`src/rtl/mem_lsu_pkg.sv`:
```
// Shared definitions for the MEM-stage load/store unit: op codes, levels and bus payloads.
package mem_lsu_pkg;

  localparam int unsigned DATA_W = 32;
  localparam int unsigned REG_W  = 5;

  localparam logic [7:0] OP_LB  = 8'hE0;
  localparam logic [7:0] OP_LBU = 8'hE4;
  localparam logic [7:0] OP_LH  = 8'hE1;
  localparam logic [7:0] OP_LHU = 8'hE5;
  localparam logic [7:0] OP_LW  = 8'hE3;
  localparam logic [7:0] OP_SB  = 8'hE8;
  localparam logic [7:0] OP_SH  = 8'hE9;
  localparam logic [7:0] OP_SW  = 8'hEB;
  localparam logic [7:0] OP_LL  = 8'hF0;
  localparam logic [7:0] OP_SC  = 8'hF8;

  localparam logic [DATA_W-1:0] ZERO_WORD = '0;

  localparam logic WRITE_ENABLE  = 1'b1;
  localparam logic WRITE_DISABLE = 1'b0;
  localparam logic CHIP_ENABLE   = 1'b1;
  localparam logic CHIP_DISABLE  = 1'b0;

  typedef enum logic [1:0] {
    SZ_NONE = 2'd0,
    SZ_BYTE = 2'd1,
    SZ_HALF = 2'd2,
    SZ_WORD = 2'd3
  } acc_size_e;

  typedef struct packed {
    logic [REG_W-1:0]  wd;
    logic              wreg;
    logic [DATA_W-1:0] wdata;
  } wb_bus_t;

endpackage

```
`src/rtl/lsu_align.sv`:
```
// Combinational lane logic: decodes access size, builds byte selects, replicates
// store data, extracts/extends load data and flags misaligned accesses (big-endian).
module lsu_align
  import mem_lsu_pkg::*;
(
  input  logic [7:0]        aluop,
  input  logic [1:0]        addr_lo,
  input  logic [DATA_W-1:0] store_data,
  input  logic [DATA_W-1:0] ram_rdata,
  output logic              is_load,
  output logic              is_store,
  output logic              is_ll,
  output logic              is_sc,
  output logic [3:0]        sel,
  output logic [DATA_W-1:0] st_data,
  output logic [DATA_W-1:0] ld_data,
  output logic              adel,
  output logic              ades
);

  acc_size_e size;
  logic      sext;
  logic      misaligned;
  logic [7:0]  byte_v;
  logic [15:0] half_v;

  always_comb begin
    size     = SZ_NONE;
    sext     = 1'b0;
    is_load  = 1'b0;
    is_store = 1'b0;
    unique case (aluop)
      OP_LB:        begin size = SZ_BYTE; is_load = 1'b1; sext = 1'b1; end
      OP_LBU:       begin size = SZ_BYTE; is_load = 1'b1; end
      OP_LH:        begin size = SZ_HALF; is_load = 1'b1; sext = 1'b1; end
      OP_LHU:       begin size = SZ_HALF; is_load = 1'b1; end
      OP_LW, OP_LL: begin size = SZ_WORD; is_load = 1'b1; end
      OP_SB:        begin size = SZ_BYTE; is_store = 1'b1; end
      OP_SH:        begin size = SZ_HALF; is_store = 1'b1; end
      OP_SW, OP_SC: begin size = SZ_WORD; is_store = 1'b1; end
      default:      ;
    endcase
  end

  assign is_ll      = (aluop == OP_LL);
  assign is_sc      = (aluop == OP_SC);
  assign misaligned = ((size == SZ_HALF) && addr_lo[0]) ||
                      ((size == SZ_WORD) && (addr_lo != 2'b00));
  assign adel       = is_load  & misaligned;
  assign ades       = is_store & misaligned;

  // Lane 3 (bits 31:24) holds the lowest byte address.
  always_comb begin
    byte_v = ram_rdata[31:24];
    unique case (addr_lo)
      2'b00: byte_v = ram_rdata[31:24];
      2'b01: byte_v = ram_rdata[23:16];
      2'b10: byte_v = ram_rdata[15:8];
      2'b11: byte_v = ram_rdata[7:0];
      default: ;
    endcase
    half_v = addr_lo[1] ? ram_rdata[15:0] : ram_rdata[31:16];
  end

  always_comb begin
    sel     = 4'b0000;
    st_data = store_data;
    ld_data = ram_rdata;
    unique case (size)
      SZ_BYTE: begin
        sel     = 4'b1000 >> addr_lo;
        st_data = {4{store_data[7:0]}};
        ld_data = sext ? {{24{byte_v[7]}}, byte_v} : {24'h0, byte_v};
      end
      SZ_HALF: begin
        sel     = addr_lo[1] ? 4'b0011 : 4'b1100;
        st_data = {2{store_data[15:0]}};
        ld_data = sext ? {{16{half_v[15]}}, half_v} : {16'h0, half_v};
      end
      SZ_WORD: sel = 4'b1111;
      default: ;
    endcase
  end

endmodule

```
`src/rtl/mem_lsu.sv`:
```
// MIPS MEM stage: drives the data RAM, resolves LL/SC via a link bit and owns the
// MEM/WB pipeline register with flush/stall handling.
module mem_lsu
  import mem_lsu_pkg::*;
#(
  parameter int unsigned ADDR_W          = 32,
  parameter bit          LL_CLR_ON_FLUSH = 1'b1
) (
  input  logic              clk,
  input  logic              rst,
  input  logic [1:0]        stall,
  input  logic              flush,
  input  logic [7:0]        aluop_i,
  input  logic [ADDR_W-1:0] mem_addr_i,
  input  logic [31:0]       store_data_i,
  input  logic [4:0]        wd_i,
  input  logic              wreg_i,
  input  logic [31:0]       wdata_i,
  output logic              ram_ce_o,
  output logic              ram_we_o,
  output logic [ADDR_W-1:0] ram_addr_o,
  output logic [3:0]        ram_sel_o,
  output logic [31:0]       ram_data_o,
  input  logic [31:0]       ram_data_i,
  output logic              excp_adel_o,
  output logic              excp_ades_o,
  output logic [ADDR_W-1:0] bad_vaddr_o,
  output logic [4:0]        wb_wd_o,
  output logic              wb_wreg_o,
  output logic [31:0]       wb_wdata_o
);

  logic              is_load, is_store, is_ll, is_sc;
  logic [3:0]        sel;
  logic [DATA_W-1:0] st_data, ld_data;
  logic              adel, ades;
  logic              misaligned, sc_fail, mem_go;
  logic              link_q;
  wb_bus_t           wb_d, wb_q;

  lsu_align u_align (
    .aluop      (aluop_i),
    .addr_lo    (mem_addr_i[1:0]),
    .store_data (store_data_i),
    .ram_rdata  (ram_data_i),
    .is_load    (is_load),
    .is_store   (is_store),
    .is_ll      (is_ll),
    .is_sc      (is_sc),
    .sel        (sel),
    .st_data    (st_data),
    .ld_data    (ld_data),
    .adel       (adel),
    .ades       (ades)
  );

  assign misaligned = adel | ades;
  assign sc_fail    = is_sc & ~link_q;
  assign mem_go     = (is_load | is_store) & ~misaligned & ~sc_fail;

  // RAM side; a stalled store keeps the access but withholds the write strobe.
  always_comb begin
    ram_ce_o    = mem_go ? CHIP_ENABLE : CHIP_DISABLE;
    ram_we_o    = (mem_go & is_store & ~stall[0]) ? WRITE_ENABLE : WRITE_DISABLE;
    ram_addr_o  = mem_go ? mem_addr_i : '0;
    ram_sel_o   = mem_go ? sel : 4'b0000;
    ram_data_o  = mem_go ? st_data : ZERO_WORD;
    excp_adel_o = adel;
    excp_ades_o = ades;
    bad_vaddr_o = misaligned ? mem_addr_i : '0;
  end

  always_comb begin
    wb_d.wd    = wd_i;
    wb_d.wreg  = wreg_i & ~misaligned;
    wb_d.wdata = wdata_i;
    if (is_load)    wb_d.wdata = ld_data;
    else if (is_sc) wb_d.wdata = DATA_W'(link_q);
  end

  always_ff @(posedge clk or negedge rst) begin
    if (!rst) begin
      wb_q <= '0;
    end else if (flush) begin
      wb_q <= '0;
    end else if (stall[0] && !stall[1]) begin
      wb_q <= '0;
    end else if (!stall[1]) begin
      wb_q <= wb_d;
    end
  end

  // Any SC consumes the reservation; a misaligned LL never establishes one.
  always_ff @(posedge clk or negedge rst) begin
    if (!rst) begin
      link_q <= 1'b0;
    end else if (flush) begin
      if (LL_CLR_ON_FLUSH) link_q <= 1'b0;
    end else if (!stall[0]) begin
      if (is_ll && !misaligned) link_q <= 1'b1;
      else if (is_sc)           link_q <= 1'b0;
    end
  end

  assign wb_wd_o    = wb_q.wd;
  assign wb_wreg_o  = wb_q.wreg;
  assign wb_wdata_o = wb_q.wdata;

endmodule

```
`config.mk`:
```
export PLATFORM = sky130hd
export DESIGN_NAME = mem_lsu
export DESIGN_NICKNAME = d
export VERILOG_FILES = /design/src/rtl/mem_lsu_pkg.sv /design/src/rtl/lsu_align.sv /design/src/rtl/mem_lsu.sv
export SDC_FILE = /design/constraint.sdc
export NUM_CORES = 1
export LEC_CHECK = 0
export BUFFER_PORTS_ARGS = -buffer_cell sky130_fd_sc_hd__buf_2
export CORE_MARGIN = 2
export CORE_UTILIZATION = 30
export CTS_CLUSTER_DIAMETER = 60
export DETAILED_ROUTE_END_ITERATION = 12
export SYNTH_ARGS = -nofsm -noshare
export SYNTH_HDL_FRONTEND = slang
export SYNTH_HIERARCHICAL = 1
export SYNTH_SLANG_ARGS = --single-unit
```
`constraint.sdc`:
```
create_clock -name clk -period 9.5 [get_ports clk]
set_clock_uncertainty 0.05 [all_clocks]
set_input_delay 1.425 -clock clk [delete_from_list [all_inputs] [get_ports clk]]
set_output_delay 1.425 -clock clk [all_outputs]
set_load 0.05 [all_outputs]
```
==> metrics.json, run 1 <==
{
  "outcome": "finished, final reports clean",
  "worstSkewPairLatency_ns": 0.28,
  "route.antenna.remaining_nets": 0,
  "total_routing_resource_utilization_after_global_routing_pct": 21.2,
  "ys.warnings.count": 6,
  "post-place-cells": 924,
  "post-cts-setup-buffer-count": 0,
  "yosys.area_share.adder_pct": 1.29,
  "number_of_nets_in_the_synthesized_netlist": 666,
  "reg2reg_capture_point": "wb_wdata_o[0]$_DFFE_PN0P_",
  "drt_wl_total_um": 15800,
  "hold_class": "register to register",
  "post-place-ws_ns": 2.96,
  "synthesis.area_mm2": 0.00389,
  "cts_root_buffer": "sky130_fd_sc_hd__clkbuf_16",
  "yosys_register_bits": 39,
  "num-nets-final": 910,
  "path_clk_slew_ns": 0.05,
  "synth_area_per_cell_um2": 7.55,
  "swShare_pct": 34.3,
  "antenna_found_initial": 4,
  "setup_viol": 0,
  "asyncSetResetFlopFracSynth_pct": 100,
  "cts_max_path_buffers": 2,
  "total_power_mw": 0.499,
  "dr_total_vias": 4601,
  "first_global_vias": 4276,
  "synth.lib_cells_used.distinct": 45,
  "fraction_of_power_consumed_by_the_clock_network_pct": 32.5,
  "die_area_mm2": 0.0139,
  "grt_start_max_net_pins": 71,
  "worst_setup_path_start_kind": "input port",
  "unrepaired_setup_endpoints_after_global_routing": "no",
  "timing.critical_path.arrival_ns": 5.03,
  "die-height_um": 118,
  "first_pass_grt_wire_length_um": 23500,
  "seq_area_frac_synth_pct": 25.1,
  "post_drt_via_cell_ratio": 4.92,
  "htree_levels": 2,
  "wl_per_cell_um": 16.8,
  "worst-endpoint-required_ns": 8.03,
  "min_period_ns": 6.50,
  "detail_route.drc_violations": 0,
  "totalNegativeSetupSlack_ns": 0,
  "r2r-start": "link_q$_DFFE_PN0P_",
  "finalHoldViolCount": 0,
  "combPwrFrac_pct": 32.3,
  "final.period_utilization_pct": 68.5,
  "dpl-instance-area_mm2": 0.00528,
  "finalMaxSlewViolations": 0,
  "row_count": 41,
  "synth_cells": 515,
  "worst_setup_path_startpoint": "aluop_i[4]",
  "globalRoute.totalOverflow": 0,
  "critical_path.endpoint_type": "primary output",
  "critical_path.endpoint": "ram_addr_o[3]",
  "hold_buffers": 0,
  "fmaxAchievable_mhz": 154,
  "drtIter0Drc": 345,
  "finalNonFillerCells": 936,
  "leakage_nw": 3.02,
  "path_max_fanout": 70,
  "detailedPlacementHpwl_um": 12300,
  "synth_top_family_by_area": "simple AND/OR/NAND/NOR gates",
  "design.portCount": 289,
  "post_synth_xor_area_fraction_pct": 0,
  "synth_enable_flop_cells": 0,
  "final_core_utilization_pct": 43.0,
  "detailed_routing_iterations_pass_1": 5,
  "numCtsBuffers": 5,
  "max-cap-violations": 0,
  "count_of_buffers_from_port_buffering": 288,
  "starting_density_of_the_core_pct": 30.8,
  "core_region_area_mm2": 0.0126,
  "critical_path_class": "input port to primary output",
  "actual_transition_at_the_worst_max_transition_pin_ns": 1.04,
  "pwr-share-seq_pct": 35.2,
  "finalWeightedCongestion": 0.901,
  "layout_setup_ws_ns": 3.00,
  "synthMuxAreaShare_pct": 3.25,
  "worst_r2r_path_depth": 3,
  "peakVddDrop_uv": 60.8,
  "area.growth.synth_to_final_pct": 39.6,
  "final_cell_area_mm2": 0.00543,
  "regToRegSetupSlack_ns": 8.47,
  "post_route_cells_drive_above_1_share_pct": 42.4,
  "cell_internal_pwr_mw": 0.328,
  "cts_repair_resize_count": 0,
  "synth_compound_area_share_pct": 26.8,
  "cts_tree": "built",
  "synth-simple-area-share_pct": 35.2,
  "slew_headroom_pct": 30.6,
  "hold_ws_ns": 0.427,
  "die_w_um": 118,
  "power.density_cell_area_mw_per_mm2": 92.0,
  "ys_dominant_reg_cell": "sky130_fd_sc_hd__dfrtp_1",
  "total_switching_power_mw": 0.171,
  "clock_sink_count": 39
}
[kinds of logic (layout without fill, tap and decap cells)]
group / count (synthesis) / in the layout
other cells: 0 / 4
compound gates: 157 / 157
mux: 12 / 12
buf+inv: 59 / 304
simple gates: 244 / 244
flops: 39 / 39
fa+ha+maj: 4 / 4
[critical path, stage by stage]
cell	delay, ns
sky130_fd_sc_hd__buf_2	0.14
sky130_fd_sc_hd__nor3b_2	0.29
sky130_fd_sc_hd__a22oi_1	0.14
sky130_fd_sc_hd__nor2_1	0.20
sky130_fd_sc_hd__inv_1	0.10
sky130_fd_sc_hd__ha_1	0.51
sky130_fd_sc_hd__a21oi_1	0.31
sky130_fd_sc_hd__nor2b_1	0.11
sky130_fd_sc_hd__nor2_4	0.58
sky130_fd_sc_hd__o221a_4	0.69
sky130_fd_sc_hd__and2_1	0.24
sky130_fd_sc_hd__buf_2	0.27
[state kept, by name, summed over array words and instances, names as in the netlist]
name	cells
wb_wdata_o	32
link_q	1
wb_wreg_o	1
wb_wd_o	5
[synthesized netlist by cell type, drive strengths merged (10+ instances only)]
cell type / n / area [um2]
clkbuf: 28 / 116
dfrtp: 39 / 976
nor2: 17 / 71.3
o21ai: 62 / 310
buf: 26 / 188
and2: 69 / 434
nor3: 20 / 150
a22oi: 53 / 398
a22o: 20 / 175
nor2b: 53 / 332
mux2i: 10 / 100
a21oi: 12 / 60.1
nand2: 68 / 255
[final cells by class]
cell class	count	area, um2
Antenna cell	4	10.0
Tap cell	172	215
Clock inverter	1	5.00
Multi-Input combinational cell	417	2610
Clock buffer	7	133
Inverter	5	18.8
Fill cell	1367	7190
Timing Repair Buffer	291	1460
Sequential cell	39	976
[layout by cell type (no fill, tap or decap), types with 4 or more instances in the layout]
master / instances
sky130_fd_sc_hd__a21oi_1: 11
sky130_fd_sc_hd__a22o_1: 20
sky130_fd_sc_hd__a22oi_1: 53
sky130_fd_sc_hd__and2_1: 68
sky130_fd_sc_hd__buf_2: 288
sky130_fd_sc_hd__clkbuf_16: 5
sky130_fd_sc_hd__dfrtp_1: 39
sky130_fd_sc_hd__diode_2: 4
sky130_fd_sc_hd__inv_1: 5
sky130_fd_sc_hd__mux2i_1: 10
sky130_fd_sc_hd__nand2_1: 68
sky130_fd_sc_hd__nor2_1: 15
sky130_fd_sc_hd__nor2b_1: 52
sky130_fd_sc_hd__nor3_1: 9
sky130_fd_sc_hd__nor3_2: 11
sky130_fd_sc_hd__o21ai_0: 56
sky130_fd_sc_hd__o21ai_1: 6
[per-layer routing]
metal | up-vias | GRT usage (%) | share of wire, %
met3 | 22 | 4.51 | 6.6
li1 | 2273 | - | -
met1 | 2114 | 25.8 | 41
met2 | 192 | 37.5 | 50
met5 | - | 0 | 0
met4 | 0 | 5.95 | 2.3
[power by group through the flow]
stage | registers, mW | logic, mW | clock network (mW)
2_1_floorplan | 0.201 | 0.0763 | 0
3_3_place_gp | 0.179 | 0.161 | 0
3_5_place_dp | 0.178 | 0.161 | 0
4_1_cts | 0.176 | 0.162 | 0.165
5_1_grt | 0.176 | 0.174 | 0.176
6_report | 0.176 | 0.161 | 0.162
[worst min-delay path by stage]
stage,startpoint,endpoint,slack (ns),cells after the start
floorplan,link_q$_DFFE_PN0P_,link_q$_DFFE_PN0P_,0.49,2
global placement,wb_wdata_o[6]$_DFFE_PN0P_,wb_wdata_o[6]$_DFFE_PN0P_,0.41,2
detailed placement,wb_wdata_o[8]$_DFFE_PN0P_,wb_wdata_o[8]$_DFFE_PN0P_,0.42,2
CTS,wb_wdata_o[11]$_DFFE_PN0P_,wb_wdata_o[11]$_DFFE_PN0P_,0.43,2
global route,wb_wdata_o[14]$_DFFE_PN0P_,wb_wdata_o[14]$_DFFE_PN0P_,0.45,2
finish,wb_wdata_o[11]$_DFFE_PN0P_,wb_wdata_o[11]$_DFFE_PN0P_,0.43,2
No activity file was read; power rests on OpenSTA's default activity.
==> inputs of run 2 (changes only) <==
Settings changed: PLACE_DENSITY set to 0.65.
Clock period 9.5 ns to 5.6 ns, I/O delays scaled along.
==> metrics.json, run 2 (synthesis results as in run 1) <==
{
  "fillers": 1329,
  "row_count": 41,
  "worst_setup_path_startpoint": "aluop_i[4]",
  "route.antenna.remaining_nets": 0,
  "antenna_found_initial": 1,
  "min_period_ns": 4.54,
  "design.portCount": 289,
  "actual_transition_at_the_worst_max_transition_pin_ns": 1.07,
  "cts_repair_resize_count": 0,
  "timing.critical_path.arrival_ns": 3.65,
  "post_drt_via_cell_ratio": 5.00,
  "die_area_mm2": 0.0139,
  "hold_buffers": 0,
  "critical_path.endpoint_type": "primary output",
  "unrepaired_setup_endpoints_after_global_routing": "no",
  "leakage_nw": 3.03,
  "drt_wl_total_um": 15700,
  "totalNegativeSetupSlack_ns": 0,
  "setup_viol": 0,
  "cts_max_path_buffers": 2,
  "first_global_vias": 4296,
  "wl_per_cell_um": 16.8,
  "final.period_utilization_pct": 81.1,
  "final_common_cell": "sky130_fd_sc_hd__buf_2",
  "detail_route.drc_violations": 0,
  "max-cap-violations": 0,
  "total_routing_resource_utilization_after_global_routing_pct": 21.4,
  "finalWeightedCongestion": 0.879,
  "die-height_um": 118,
  "routedLengthMet1_um": 6330,
  "numCtsBuffers": 5,
  "ff_latch_area_um2": 976,
  "drtIter0Drc": 322,
  "dr_total_vias": 4673,
  "finalMaxSlewViolations": 0,
  "worstSkewPairLatency_ns": 0.28,
  "slew_headroom_pct": 28.9,
  "largest_register_ff_count": 32,
  "detailedPlacementHpwl_um": 12400,
  "worst_r2r_path_depth": 3,
  "first_pass_grt_wire_length_um": 23900,
  "post_route_cells_drive_above_1_share_pct": 42.7,
  "finalHoldViolCount": 0,
  "cts_tree": "built",
  "core_region_area_mm2": 0.0126,
  "critical_path_class": "input port to primary output",
  "multi_input_area_mm2": 0.00261,
  "detailed_routing_iterations_pass_1": 5,
  "grt_start_max_net_pins": 71,
  "clock_sink_count": 39,
  "peakVddDrop_uv": 112,
  "num-nets-final": 912,
  "post-cts-setup-buffer-count": 0,
  "count_of_buffers_from_port_buffering": 288,
  "die_w_um": 118,
  "min_delay_path_depth": 2,
  "post-place-ws_ns": 1.09,
  "fmaxAchievable_mhz": 220,
  "htree_levels": 2,
  "globalRoute.totalOverflow": 0,
  "path_max_fanout": 68,
  "routed_length_on_met3_um": 1130,
  "outcome": "finished, final reports clean",
  "power.density_cell_area_mw_per_mm2": 158,
  "layout_setup_ws_ns": 1.06,
  "worstHoldStart": "wb_wdata_o[8]$_DFFE_PN0P_",
  "starting_density_of_the_core_pct": 30.8,
  "met2RoutedLength_um": 7980,
  "area.growth.synth_to_final_pct": 40.0,
  "path_clk_slew_ns": 0.06,
  "worst-endpoint-required_ns": 4.71,
  "worst_setup_path_start_kind": "input port",
  "cts_root_buffer": "sky130_fd_sc_hd__clkbuf_16",
  "maxUsedRoutingLayer": "met4",
  "hold_class": "register to register",
  "r2r-start": "link_q$_DFFE_PN0P_",
  "layout_common_cells": "288 x sky130_fd_sc_hd__buf_2, 68 x sky130_fd_sc_hd__and2_1, 68 x sky130_fd_sc_hd__nand2_1, 56 x sky130_fd_sc_hd__o21ai_0, 53 x sky130_fd_sc_hd__a22oi_1"
}
## run 2: layout make-up
cell class / count / share of cell area [%]
inverter: 5 / 0.345
clock inverter: 1 / 0.0920
timing repair buffer: 293 / 27.2
sequential: 39 / 17.9
multi-input combinational: 417 / 47.9
clock buffer: 6 / 2.55
antenna: 2 / 0.0920
tap: 172 / 3.95
## run 2: worst max-delay path: stages
cell and delay, ns:
sky130_fd_sc_hd__buf_2 0.15, sky130_fd_sc_hd__nor3b_1 0.24, sky130_fd_sc_hd__a21oi_1 0.06, sky130_fd_sc_hd__nor2_1 0.13
sky130_fd_sc_hd__o21bai_1 0.11, sky130_fd_sc_hd__ha_2 1.04, sky130_fd_sc_hd__nor2b_1 0.37, sky130_fd_sc_hd__a22o_1 0.33
sky130_fd_sc_hd__and2_1 0.12, sky130_fd_sc_hd__buf_2 0.20
## run 2: metal layers
layer,global-route usage (%),up-vias
li1,-,2271
met1,26.1,2173
met2,37.8,205
met3,5.04,24
met4,5.72,0
met5,0,-
## run 2: path summary, 6_finish.rpt
check	end	slack, ns
worst max-delay path	ram_data_o[14]	1.06
worst min-delay path	wb_wdata_o[8]$_DFFE_PN0P_	0.42
worst max register to register	wb_wdata_o[0]$_DFFE_PN0P_	4.55
worst min register to register	wb_wdata_o[8]$_DFFE_PN0P_	0.42
max in group asynchronous	link_q$_DFFE_PN0P_	4.29
min in group asynchronous	wb_wdata_o[19]$_DFFE_PN0P_	0.64
## run 2: stage by stage
| stage | power [mW] | utilization, % | hold WS [ns] | instance area [um2] | std cells |
|---|---|---|---|---|---|
| finish | 0.858 | 43.1 | 0.424 | 5440 | 935 |
| global route | 0.902 | 43.1 | 0.448 | 5440 | 934 |
| CTS | 0.862 | 43.1 | 0.430 | 5440 | 933 |
| detailed placement | 0.576 | 41.9 | 0.415 | 5290 | 926 |
| global placement | 0.575 | 41.9 | 0.408 | 5290 | 926 |
| floorplan | 0.470 | - | 0.487 | 3890 | 515 |
## run 2: power breakdown
part	switching [mW]	total, mW	internal, mW
Combinational	0.174	0.273	0.0995
Clock	0.112	0.286	0.174
Sequential	0.00562	0.298	0.293
==> inputs of run 3 (changes only) <==
Clock period 5.6 ns to 4 ns, I/O delays scaled along.
==> metrics.json, run 3 (synthesis results as in run 1) <==
{
  "outcome": "finished, final reports clean",
  "post-place-ws_ns": 0.293,
  "swShare_pct": 31.7,
  "wl_per_cell_um": 16.4,
  "r2r-start": "link_q$_DFFE_PN0P_",
  "routed_length_on_met3_um": 1220,
  "critical_path.endpoint_type": "primary output",
  "post_route_cells_drive_above_1_share_pct": 44.7,
  "drt_wl_total_um": 15500,
  "path_max_fanout": 57,
  "multi_input_area_mm2": 0.00262,
  "worst_r2r_path_depth": 3,
  "maxUsedRoutingLayer": "met4",
  "numCtsBuffers": 5,
  "grt_start_max_net_pins": 58,
  "met2RoutedLength_um": 7660,
  "slew_headroom_pct": 36.9,
  "cts_tree": "built",
  "area.growth.synth_to_final_pct": 45.4,
  "die-height_um": 118,
  "count_of_buffers_from_port_buffering": 288,
  "drtIter0Drc": 376,
  "cp_num_buf_inv": 4,
  "worst_setup_path_start_kind": "input port",
  "layout_common_cells": "284 x sky130_fd_sc_hd__buf_2, 68 x sky130_fd_sc_hd__nand2_1, 59 x sky130_fd_sc_hd__and2_1, 56 x sky130_fd_sc_hd__o21ai_0, 53 x sky130_fd_sc_hd__a22oi_1",
  "post-cts-setup-buffer-count": 0,
  "layout_setup_ws_ns": 0.270,
  "cts_max_path_buffers": 2,
  "max-cap-violations": 0,
  "total_routing_resource_utilization_after_global_routing_pct": 21.2,
  "ff_latch_area_um2": 976,
  "hold_class": "input port to async pin",
  "final_core_utilization_pct": 44.8,
  "fraction_of_power_consumed_by_the_clock_network_pct": 39.7,
  "final_common_cell": "sky130_fd_sc_hd__buf_2",
  "final.period_utilization_pct": 93.3,
  "fillers": 1321,
  "unrepaired_setup_endpoints_after_global_routing": "no",
  "detail_route.drc_violations": 0,
  "detailed_routing_iterations_pass_1": 5,
  "largest_register_ff_count": 32,
  "hold_ws_ns": 0.404,
  "timing.critical_path.arrival_ns": 3.08,
  "combPwrFrac_pct": 29.0,
  "antenna_found_initial": 3,
  "core_region_area_mm2": 0.0126,
  "starting_density_of_the_core_pct": 30.8,
  "finalWeightedCongestion": 0.930,
  "final_cell_area_mm2": 0.00565,
  "first_global_vias": 4398,
  "post-place-cells": 934,
  "fmaxAchievable_mhz": 268,
  "reg2reg_capture_point": "wb_wdata_o[0]$_DFFE_PN0P_",
  "pwr-share-seq_pct": 31.3,
  "setup_viol": 0,
  "critical-path-top-cell-by-count": "sky130_fd_sc_hd__buf_2",
  "regToRegSetupSlack_ns": 2.90,
  "crit_chain": "buf_2 -> nor3b_2 -> a22oi_1 -> nor2_1 -> inv_1 -> ha_1 -> a21oi_1 -> nor2b_2 -> nor2_4 -> o221a_4 -> buf_12 -> and2_2 -> buf_2",
  "crit_slowest_cell": "sky130_fd_sc_hd__nor3b_2",
  "dr_total_vias": 4670,
  "dpl-instance-area_mm2": 0.00546,
  "hold_buffers": 0,
  "die_area_mm2": 0.0139,
  "clock_sink_count": 39,
  "leakage_nw": 3.12,
  "finalMaxSlewViolations": 0,
  "globalRoute.totalOverflow": 0,
  "die_w_um": 118,
  "peakVddDrop_uv": 228,
  "htree_levels": 2,
  "cell_internal_pwr_mw": 0.911,
  "finalHoldViolCount": 0,
  "worst-endpoint-required_ns": 3.35,
  "critical_path_class": "input port to primary output",
  "critical_path.max_stage_delay_ns": 0.29,
  "finalNonFillerCells": 945,
  "worstSkewPairLatency_ns": 0.28,
  "post_drt_via_cell_ratio": 4.94,
  "cts_repair_resize_count": 0,
  "num-nets-final": 920,
  "route.antenna.remaining_nets": 0,
  "cpLargestDelayFamily": "simple AND/OR/NAND/NOR gates",
  "design.portCount": 289,
  "row_count": 41,
  "actual_transition_at_the_worst_max_transition_pin_ns": 0.946,
  "total_switching_power_mw": 0.422,
  "first_pass_grt_wire_length_um": 23900,
  "detailedPlacementHpwl_um": 12100,
  "power.density_cell_area_mw_per_mm2": 236,
  "routedLengthMet1_um": 6370,
  "min_period_ns": 3.73,
  "cts_root_buffer": "sky130_fd_sc_hd__clkbuf_16",
  "path_clk_slew_ns": 0.07
}
-- run 3: changes by cell type in the layout (fill, tap and decap cells not counted), sizes merged --
| cell | delta |
|---|---|
| buf | +8 |
| diode | +1 |
| clkinv | -1 |
| bufinv | +2 |
-- run 3: cell type report --
class / instances / area share, %
Clock inverter: 2 / 1.06
Tap cell: 172 / 3.81
Antenna cell: 3 / 0.133
Multi-Input combinational cell: 417 / 46.4
Inverter: 5 / 0.332
Clock buffer: 6 / 2.28
Timing Repair Buffer: 301 / 28.7
Sequential cell: 39 / 17.3
-- run 3: power groups by stage --
stage               clock network, mW  registers [mW]  logic (mW)
floorplan                           0           0.477       0.182
finish                          0.529           0.417       0.387
CTS                             0.534           0.417       0.386
global placement                    0           0.424       0.382
global route                    0.555           0.419       0.418
detailed placement                  0           0.424       0.385
-- run 3: per-layer routing --
metal | global-route usage (%) | up-vias
li1 | - | 2292
met1 | 27.2 | 2135
met2 | 35.4 | 223
met3 | 5.33 | 20
met4 | 5.65 | 0
met5 | 0 | -
-- run 3: worst max path at each step --
stage                    start              end  slack (ns)  depth (start not counted)
global route        aluop_i[4]    ram_data_o[8]        0.04                         13
finish              aluop_i[4]   ram_data_o[24]        0.27                         13
CTS                 aluop_i[4]   ram_data_o[24]        0.28                         13
global placement    aluop_i[4]   ram_data_o[23]        0.34                         13
detailed placement  aluop_i[4]   ram_data_o[24]        0.29                         13
floorplan           aluop_i[0]  bad_vaddr_o[10]       -0.08                         12
-- run 3: metrics by stage --
stage | power [mW] | TNS [ns]
3_3_place_gp | 0.806 | 0
6_report | 1.33 | 0
3_5_place_dp | 0.809 | 0
4_1_cts | 1.34 | 0
2_1_floorplan | 0.659 | -2.41
5_1_grt | 1.39 | 0
